**config.mk**
```make
export PLATFORM = sky130hd
export DESIGN_NAME = orientation_math_param
export DESIGN_NICKNAME = d
export VERILOG_FILES = /design/src/rtl/orientation_math_param.sv
export SDC_FILE = /design/constraint.sdc
export NUM_CORES = 2
export LEC_CHECK = 0
export BUFFER_PORTS_ARGS = -buffer_cell sky130_fd_sc_hd__buf_2
export CORE_MARGIN = 3
export CORE_UTILIZATION = 44
export DETAILED_ROUTE_END_ITERATION = 10
export SLEW_MARGIN = 20
export SYNTH_ARGS = -nofsm -noshare
export SYNTH_HDL_FRONTEND = slang
export SYNTH_SLANG_ARGS = --single-unit
```
**constraint.sdc**
```tcl
create_clock -name clock -period 21.9 [get_ports clock]
set_clock_uncertainty 0.2 [all_clocks]
set_input_delay 1.095 -clock clock [delete_from_list [all_inputs] [get_ports clock]]
set_output_delay 1.095 -clock clock [all_outputs]
set_load 0.05 [all_outputs]
```
**src/rtl/orientation_math_param.sv**
```systemverilog
// Purpose : heading bin of a move between two polar fixes {theta index, radius}.
// Latency : 1 cycle (same-theta shortcut), 3 (no movement), N_BINS+3 (general path).
// Backpres: none; enable is taken only in IDLE, requests while busy are dropped.
//
// Ports:
//   clock, reset          - system clock, synchronous active-high reset
//   enable                - start request, sampled only in IDLE
//   r_theta_original      - {theta index, radius} of the start position
//   r_theta_final         - {theta index, radius} of the end position
//   busy                  - high from the cycle after capture until done
//   done                  - one-cycle pulse when orientation/no_move are valid
//   no_move               - 1 = movement below MIN_MOVE on both axes
//   orientation           - heading bin, counter-clockwise from +x
module orientation_math_param #(
  parameter int R_W       = 8,
  parameter int T_W       = 4,
  parameter int STEP_DEG  = 15,
  parameter int N_BINS    = 24,
  parameter int ORI_W     = 5,
  parameter int TRIG_FRAC = 8,
  parameter int MIN_MOVE  = 2
) (
  input  logic               clock,
  input  logic               reset,
  input  logic               enable,
  input  logic [T_W+R_W-1:0] r_theta_original,
  input  logic [T_W+R_W-1:0] r_theta_final,
  output logic               busy,
  output logic               done,
  output logic               no_move,
  output logic [ORI_W-1:0]   orientation
);

  // Trig entries span [-2^TRIG_FRAC, +2^TRIG_FRAC], hence two extra bits.
  localparam int  TRIG_W = TRIG_FRAC + 2;
  // Coordinates and deltas: |r*trig| < 2^(R_W+TRIG_FRAC), the difference of two
  // such values still fits with one guard bit plus sign.
  localparam int  D_W    = R_W + TRIG_FRAC + 2;
  // Dot product: two D_W x TRIG_W products plus one carry bit.
  localparam int  P_W    = D_W + TRIG_W + 1;
  localparam real PI     = 3.14159265358979323846;

  localparam logic signed [D_W-1:0] THR      = D_W'(MIN_MOVE * (2 ** TRIG_FRAC));
  localparam logic [ORI_W-1:0]      LAST_BIN = ORI_W'(N_BINS - 1);

  typedef enum logic [2:0] {
    S_IDLE,
    S_CONVERT,
    S_DELTA,
    S_SEARCH,
    S_DONE
  } state_t;

  // Round-to-nearest fixed-point cos/sin of idx*STEP_DEG, evaluated at elaboration.
  function automatic int trig_q(input int idx, input bit is_cos);
    real ang;
    real v;
    ang = real'(idx * STEP_DEG) * PI / 180.0;
    v   = (is_cos ? $cos(ang) : $sin(ang)) * real'(2 ** TRIG_FRAC);
    return (v >= 0.0) ? $rtoi(v + 0.5) : -$rtoi(0.5 - v);
  endfunction

  // Theta indices may exceed one turn; fold them onto the bin range.
  function automatic logic [ORI_W-1:0] mod_bins(input logic [T_W-1:0] t);
    return ORI_W'(int'(t) % N_BINS);
  endfunction

  function automatic logic [ORI_W-1:0] rev_bin(input logic [ORI_W-1:0] b);
    return ORI_W'((int'(b) + N_BINS / 2) % N_BINS);
  endfunction

  // ------------------------------------------------------------------ ROM
  logic signed [TRIG_W-1:0] w_cos_rom [N_BINS];
  logic signed [TRIG_W-1:0] w_sin_rom [N_BINS];

  for (genvar g = 0; g < N_BINS; g++) begin : g_rom
    localparam int COS_Q = trig_q(g, 1'b1);
    localparam int SIN_Q = trig_q(g, 1'b0);
    assign w_cos_rom[g] = TRIG_W'(COS_Q);
    assign w_sin_rom[g] = TRIG_W'(SIN_Q);
  end

  // ------------------------------------------------------------ registers
  state_t                  r_state;
  logic [T_W+R_W-1:0]      r_word_o;
  logic [T_W+R_W-1:0]      r_word_f;
  logic signed [D_W-1:0]   r_x_o;
  logic signed [D_W-1:0]   r_y_o;
  logic signed [D_W-1:0]   r_x_f;
  logic signed [D_W-1:0]   r_y_f;
  logic signed [D_W-1:0]   r_dx;
  logic signed [D_W-1:0]   r_dy;
  logic [ORI_W-1:0]        r_bin;
  logic signed [P_W-1:0]   r_best_dot;
  logic [ORI_W-1:0]        r_best_idx;

  // ---------------------------------------------------- capture-side decode
  logic [T_W-1:0]   w_in_t_o;
  logic [T_W-1:0]   w_in_t_f;
  logic [R_W-1:0]   w_in_r_o;
  logic [R_W-1:0]   w_in_r_f;
  logic [ORI_W-1:0] w_in_bin;
  logic             w_same_theta;

  assign w_in_t_o     = r_theta_original[T_W+R_W-1 -: T_W];
  assign w_in_t_f     = r_theta_final[T_W+R_W-1 -: T_W];
  assign w_in_r_o     = r_theta_original[R_W-1:0];
  assign w_in_r_f     = r_theta_final[R_W-1:0];
  assign w_in_bin     = mod_bins(w_in_t_o);
  assign w_same_theta = (w_in_t_o == w_in_t_f);

  // ------------------------------------------------------ polar -> cartesian
  logic [ORI_W-1:0]      w_idx_o;
  logic [ORI_W-1:0]      w_idx_f;
  logic signed [D_W-1:0] w_rad_o;
  logic signed [D_W-1:0] w_rad_f;
  logic signed [D_W-1:0] w_x_o;
  logic signed [D_W-1:0] w_y_o;
  logic signed [D_W-1:0] w_x_f;
  logic signed [D_W-1:0] w_y_f;

  assign w_idx_o = mod_bins(r_word_o[T_W+R_W-1 -: T_W]);
  assign w_idx_f = mod_bins(r_word_f[T_W+R_W-1 -: T_W]);
  // Radius is unsigned; zero-extend before the signed multiply.
  assign w_rad_o = D_W'($signed({1'b0, r_word_o[R_W-1:0]}));
  assign w_rad_f = D_W'($signed({1'b0, r_word_f[R_W-1:0]}));
  assign w_x_o   = w_rad_o * D_W'(w_cos_rom[w_idx_o]);
  assign w_y_o   = w_rad_o * D_W'(w_sin_rom[w_idx_o]);
  assign w_x_f   = w_rad_f * D_W'(w_cos_rom[w_idx_f]);
  assign w_y_f   = w_rad_f * D_W'(w_sin_rom[w_idx_f]);

  // ---------------------------------------------------------------- deltas
  logic signed [D_W-1:0] w_dx;
  logic signed [D_W-1:0] w_dy;
  logic                  w_small;

  assign w_dx    = r_x_f - r_x_o;
  assign w_dy    = r_y_f - r_y_o;
  assign w_small = (w_dx < THR) && (w_dx > -THR) && (w_dy < THR) && (w_dy > -THR);

  // ---------------------------------------------------------------- search
  logic signed [P_W-1:0] w_dot;
  logic                  w_take;
  logic [ORI_W-1:0]      w_next_idx;

  assign w_dot      = P_W'(r_dx) * P_W'(w_cos_rom[r_bin]) + P_W'(r_dy) * P_W'(w_sin_rom[r_bin]);
  // Strictly-greater replacement keeps the lowest bin on ties; bin 0 seeds the search.
  assign w_take     = (r_bin == '0) || (w_dot > r_best_dot);
  assign w_next_idx = w_take ? r_bin : r_best_idx;

  // ------------------------------------------------------------------- FSM
  always_ff @(posedge clock) begin
    if (reset) begin
      r_state     <= S_IDLE;
      r_word_o    <= '0;
      r_word_f    <= '0;
      r_x_o       <= '0;
      r_y_o       <= '0;
      r_x_f       <= '0;
      r_y_f       <= '0;
      r_dx        <= '0;
      r_dy        <= '0;
      r_bin       <= '0;
      r_best_dot  <= '0;
      r_best_idx  <= '0;
      busy        <= 1'b0;
      done        <= 1'b0;
      no_move     <= 1'b0;
      orientation <= '0;
    end else begin
      done <= 1'b0;
      case (r_state)
        S_IDLE: begin
          if (enable) begin
            r_word_o <= r_theta_original;
            r_word_f <= r_theta_final;
            if (w_same_theta) begin
              // Radial move along one bearing: outward or inward, no search needed.
              r_state <= S_DONE;
              done    <= 1'b1;
              if (w_in_r_f > w_in_r_o) begin
                orientation <= w_in_bin;
                no_move     <= 1'b0;
              end else if (w_in_r_f < w_in_r_o) begin
                orientation <= rev_bin(w_in_bin);
                no_move     <= 1'b0;
              end else begin
                no_move     <= 1'b1;
              end
            end else begin
              r_state <= S_CONVERT;
              busy    <= 1'b1;
            end
          end
        end

        S_CONVERT: begin
          r_x_o   <= w_x_o;
          r_y_o   <= w_y_o;
          r_x_f   <= w_x_f;
          r_y_f   <= w_y_f;
          r_state <= S_DELTA;
        end

        S_DELTA: begin
          r_dx <= w_dx;
          r_dy <= w_dy;
          if (w_small) begin
            r_state <= S_DONE;
            busy    <= 1'b0;
            done    <= 1'b1;
            no_move <= 1'b1;
          end else begin
            r_state <= S_SEARCH;
            r_bin   <= '0;
          end
        end

        S_SEARCH: begin
          if (w_take) begin
            r_best_dot <= w_dot;
            r_best_idx <= r_bin;
          end
          if (r_bin == LAST_BIN) begin
            r_state     <= S_DONE;
            busy        <= 1'b0;
            done        <= 1'b1;
            no_move     <= 1'b0;
            orientation <= w_next_idx;
          end else begin
            r_bin <= r_bin + 1'b1;
          end
        end

        S_DONE: begin
          r_state <= S_IDLE;
        end

        default: begin
          r_state <= S_IDLE;
          busy    <= 1'b0;
        end
      endcase
    end
  end

endmodule

```
* After elaboration in Yosys (flattened, before gate mapping) *
Memories as Yosys holds them, arrays and structs flattened.
Index checks and enable logic that the tools add are counted.

word-level totals
  bits of input ports = 27
  ROM bits = 1920
  logic and storage cells = 125
  memories kept = 6
  bits in registers = 182
  output and inout port bits = 8

memory list
  name             words  bits a word  rd ports  clocked after Yosys merged registers in  wr ports  RTL line  RTL
  (no name shown)  32     10           1         0                                        0         146       assign w_dot = P_W'(r_dx) * P_W'(w_cos_rom[r_bin]) + P_W'(r_dy) * P_W'(w_sin_rom[r_bin]);
  (no name shown)  32     10           1         0                                        0         146
  (no name shown)  32     10           1         0                                        0         130       assign w_y_f = w_rad_f * D_W'(w_sin_rom[w_idx_f]);
  (no name shown)  32     10           1         0                                        0         129       assign w_x_f = w_rad_f * D_W'(w_cos_rom[w_idx_f]);
  (no name shown)  32     10           1         0                                        0         128       assign w_y_o = w_rad_o * D_W'(w_sin_rom[w_idx_o]);
  (no name shown)  32     10           1         0                                        0         127       assign w_x_o = w_rad_o * D_W'(w_cos_rom[w_idx_o]);

operators by class
  equality and inequality tests = 14
  order comparisons = 10
  mux-type cells = 43
  divide/modulo/power cells = 4
  bitwise operators = 4
  add/subtract/negate cells = 5
  reduce and logical (&&, ||, !) cells = 17
  multipliers = 6

operators by type and width
  cell                                                                     number
  10-bit 2-to-1 mux                                                        12
  5-bit by 6-bit modulo with 32-bit output (second input constant)         3
  9-bit by 10-bit multiplier with 18-bit output                            4
  18-bit by 10-bit multiplier with 28-bit output                           2
  5-bit 2-to-1 mux                                                         8
  18-bit by 10-bit > comparator with 1-bit output (second input constant)  2
  18-bit by 11-bit < comparator with 1-bit output (second input constant)  2
  18-bit subtractor                                                        2
  32-bit by 6-bit modulo with 32-bit output (second input constant)        1
  28-bit by 28-bit adder with 29-bit output                                1
  29-bit > comparator                                                      1
  5-bit case mux with 2 select lines                                       2
  6-bit greater-or-equal comparator (second input constant)                3
  5-bit inverter with 6-bit output                                         3
  5-bit AND reduction                                                      3
  2-bit != test (second input constant)                                    7
  1-bit 2-to-1 mux                                                         13
  3-bit 2-to-1 mux                                                         4
  3-bit case mux with 4 select lines                                       1
  8-bit > comparator                                                       1
  8-bit < comparator                                                       1
  5-bit by 4-bit adder with 6-bit output (second input constant)           1
  3-bit by 2-bit == test with 1-bit output (second input constant)         2
  1-bit case mux with 3 select lines                                       2
  other kinds (17)                                                         22

* Longest topological paths before layout *
  depth in word-level cells = 11
  depth in mapped cells = 45
  mapped depth without buffers = 41

* Worst setup path before layout *
No wires, ideal clock.

  kind = reg2reg
  start = register r_bin[0]
  end = register r_best_dot[28]
  data arrival time = 10.573 ns
  clock period less this slack = 10.889 ns
  data required time = 21.584 ns
  path buffers = 4
  cell stages (with the launch flop) = 45
  slack = 11.011 ns
  path through = dfxtp_1 -> clkbuf_1 -> clkinv_1 -> ha_1 -> inv_1 -> nor2_1 -> a2111oi_0 -> a21o_1 -> clkbuf_1 -> nand2_1 -> fa_1 -> inv_1 -> fa_1 -> inv_1 -> fa_1 -> inv_1 -> fa_1 -> fa_1 -> [9 not listed] -> a41o_1 -> o41a_1 -> a21o_1 -> a21oi_1 -> xnor2_1 -> ha_1 -> nand4_1 -> nor2_1 -> nand4_1 -> or4_1 -> o21ai_0 -> a31oi_1 -> a21oi_1 -> nand2b_1 -> buf_2 -> buf_2 -> nand2_1 -> o211a_1

on the way
  longest elaborated chain between the ends = 9

RTL lines
  what                                                      RTL line  RTL
  start, declared                                           93        logic [ORI_W-1:0] r_bin;
  start signal, assigned                                    231       r_bin <= r_bin + 1'b1;
  5-bit inverter with 6-bit output (implied by the code) *  146
  memory 32 x 10 bit                                        n/a
  10-bit 2-to-1 mux (implied by the code) (2 in series)     146
  18-bit by 10-bit multiplier with 28-bit output            146
  28-bit by 28-bit adder with 29-bit output *               146
  net w_dot[25]                                             142       logic signed [P_W-1:0] w_dot;
  29-bit > comparator *                                     148       assign w_take = (r_bin == '0) || (w_dot > r_best_dot);
  1-bit logical OR *                                        148
  2-bit AND reduction (no source line) *                    n/a
  end signal, assigned                                      221       r_best_dot <= w_dot;
  end, declared                                             94        logic signed [P_W-1:0] r_best_dot;

Mark *: on every way through the listed nets, which the timed path passes. The rest lies on a longest branch. The select of a mux whose other input is x is not followed.
A chain may end at the register's enable or synchronous reset.

* Final worst setup path *
  start = register r_bin[0]
  end = register r_best_dot[26]

Same word-level chain as after synthesis.

==> results by group <==
Placement
  – Routability cong.: 0.8465
  – PortBufs: 34
  – Dpl hpwl: 70.60 mm
  – Placed Area: 36170 um2

Route
  – Routed Antenna Nets: 0
  – Vias after detailed routing: 26340
  – DRT iter0 DRCs: 1366
  – Vias/cell: 5.134
  – Routed WL: 86.31 mm
  – Wire per inst: 16.82 um
  – DRT Pass-1 Iters: 5
  – DRC viols: 0

STA
  – Fmax: 79.72 MHz
  – Final Slew Violations: 0
  – Final hold violations: 0
  – RSZ-0062 raised after global routing: false
  – Worst-margin pin slew: around 1.1 ns
  – Worst relative slew slack: 29.27%
  – Period utilization: 57.28%
  – Final TNS setup: 0 ns
  – # setup viols final: 0
  – Fin Hold WS: roughly 0.26 ns
  – Min Tclk post-route: 12.54 ns

Layout
  – Final core occ: 47.00%
  – Reg area: around 3600 um2
  – Most common cell after layout, fill and taps aside: inv_1
  – Finished Cell Area: 36770 um2
  – # nets final: 5061
  – Area of the multi-input gates: 27510 um2
  – Share of cells above drive strength 1: under 10%
  – Most frequent cells in the layout: 887 x inv_1, 628 x fa_1, 529 x nand2_1
  – Filler instances: 7808
  – Antenna fix cells: 0
  – Syn-to-layout area delta: 4.927%

Clocking
  – CTS Buf Count: 17
  – H-tree depth: 4
  – Clk Latency, worst-skew pair: 0.50 ns
  – CTS Root Buffer Type: clkbuf_16
  – Resized cells post-CTS: 0
  – Post-CTS setup buffers: 0
  – CTS max path bufs: 2
  – Hold-fix buffers, CTS: 0
  – CTS clk-pin slew, worst paths: 0.08 ns
  – TritonCTS clock tree: built
  – CTS Sinks: around 180

Worst setup path
  – Max incr delay on CP: 0.59 ns
  – Required time of the critical path: 22.10 ns
  – Slowest cell on the critical path: a21o_1
  – CP endpoint kind: register
  – Crit path max fanout: 36
  – Crit path kind: register to register
  – CP Launch Type: register
  – CP most frequent cell: fa_1
  – Endpoint arrival time on the critical path: 12.74 ns
  – R2R setup slack: 9.36 ns

Die
  – Ports: 35
  – Die Span X: between 200 and 300 um
  – Placeable Area: 78230 um2
  – Rows: just over 100
  – Die area: roughly 83000 um2
  – Die height: a little under 300 um
  – Initial Utilization: about 45%

Status
  – Status: finished clean

Logic synthesis
  – Synth Register Bits: around 180
  – Yosys cell types: 76
  – Number of flops mapped to enable cells by yosys: 0
  – Synthesized instance count: slightly above 4000
  – Post-synth ARST share: 0%
  – Sequential area share after synthesis: 10.40%
  – Synth Warn #: 0
  – Post-Syn Area: 35050 um2
  – Syn_nets: about 5100
  – Main synth FF type: dfxtp_1
  – Syn_area_per_cell: 8.435 um2

Global route
  – Total grt overflow: 0
  – Antenna violations before repair: 1
  – Global-route wire length before repair: 144.9 mm
  – Largest net degree at the start of global routing: 86
  – Gr usage total: 21.96%
  – Vias in the first global route: between 20000 and 30000

Pwr
  – Peak supply drop: 0.00004909 V
  – Leak: 19.04 nW
  – Total Power: 1.824 mW
  – Pwr per Cell Area: 49.61 nW/um2

Run
  – Max-cap violations: 0

Worst hold path
  – Hold crit path type: register to register
==> worst max-delay path, delay by kind of cell, from the launching register on <==
kind,cells,cell delay [ns]
fa+ha+maj,10,4.65
flops,1,0.31
compound gates,13,3.74
xor+xnor,1,0.12
buf+inv,9,1.49
simple gates,9,1.90
==> cell usage after synthesis (45+ instances only) <==
master	number	area share (%)
xnor2_1	86	2.1
ha_1	329	12
a21oi_1	268	3.8
nor2_1	175	1.9
inv_1	887	9.5
dfxtp_1	182	10
nor3_1	45	0.64
and2_1	323	5.8
clkbuf_1	132	1.4
fa_1	628	36
nand2_1	531	5.7
o21ai_0	76	1.1
==> cell families after synthesis <==
group,after synthesis,synth area share [%]
xor+xnor,128,3.199
buf+inv,1048,11.29
fa+ha+maj,957,47.62
flops,182,10.40
simple gates,1269,17.43
mux,13,0.3713
compound gates,558,9.704
==> routing by layer <==
layer,up-vias,track usage (%),share of wire (%)
li1,12640,-,-
met5,-,0,0
met4,0,5.902,2.3
met1,13120,29.07,45
met2,482,38.26,49
met3,101,2.391,3.7
==> layout make-up <==
type	count	area share, %
multi-input cells	2925	74.81
clock buffers	18	1.167
well taps	1040	3.539
flip-flops and latches	182	9.908
inverters	889	9.075
clock inverters	14	0.4457
repair buffers	62	1.051
==> registers in the layout, indices dropped and copies added (netlist names), 3 cells and up <==
register and flops:
r_y_o 18, r_x_f 18, r_state 3, r_y_f 18, r_dx 18, r_word_o 12
r_best_idx 5, r_word_f 12, r_x_o 18, r_dy 18, orientation 5, r_bin 5
r_best_dot 29
==> through the flow <==
stage	setup slack (ns)	instances
floorplan	11.01	4155
global placement	9.721	5098
detailed placement	9.477	5098
CTS	9.446	5130
global route	8.567	5130
finish	9.356	5130
==> report_power, final <==
part           switching [mW]  internal, mW  leakage [nW]
Combinational           0.647         0.388          17.3
Sequential             0.0933         0.366          1.48
Clock                   0.176         0.153         0.283
==> worst paths after layout <==
check,to,cells past startpoint,start
min,r_x_o[10],2,r_x_o[10]
max reg2reg,r_best_dot[26],42,r_bin[0]
min reg2reg,r_x_o[10],2,r_x_o[10]
max,r_best_dot[26],42,r_bin[0]
Note: power is estimated with default switching activity, not from simulation.
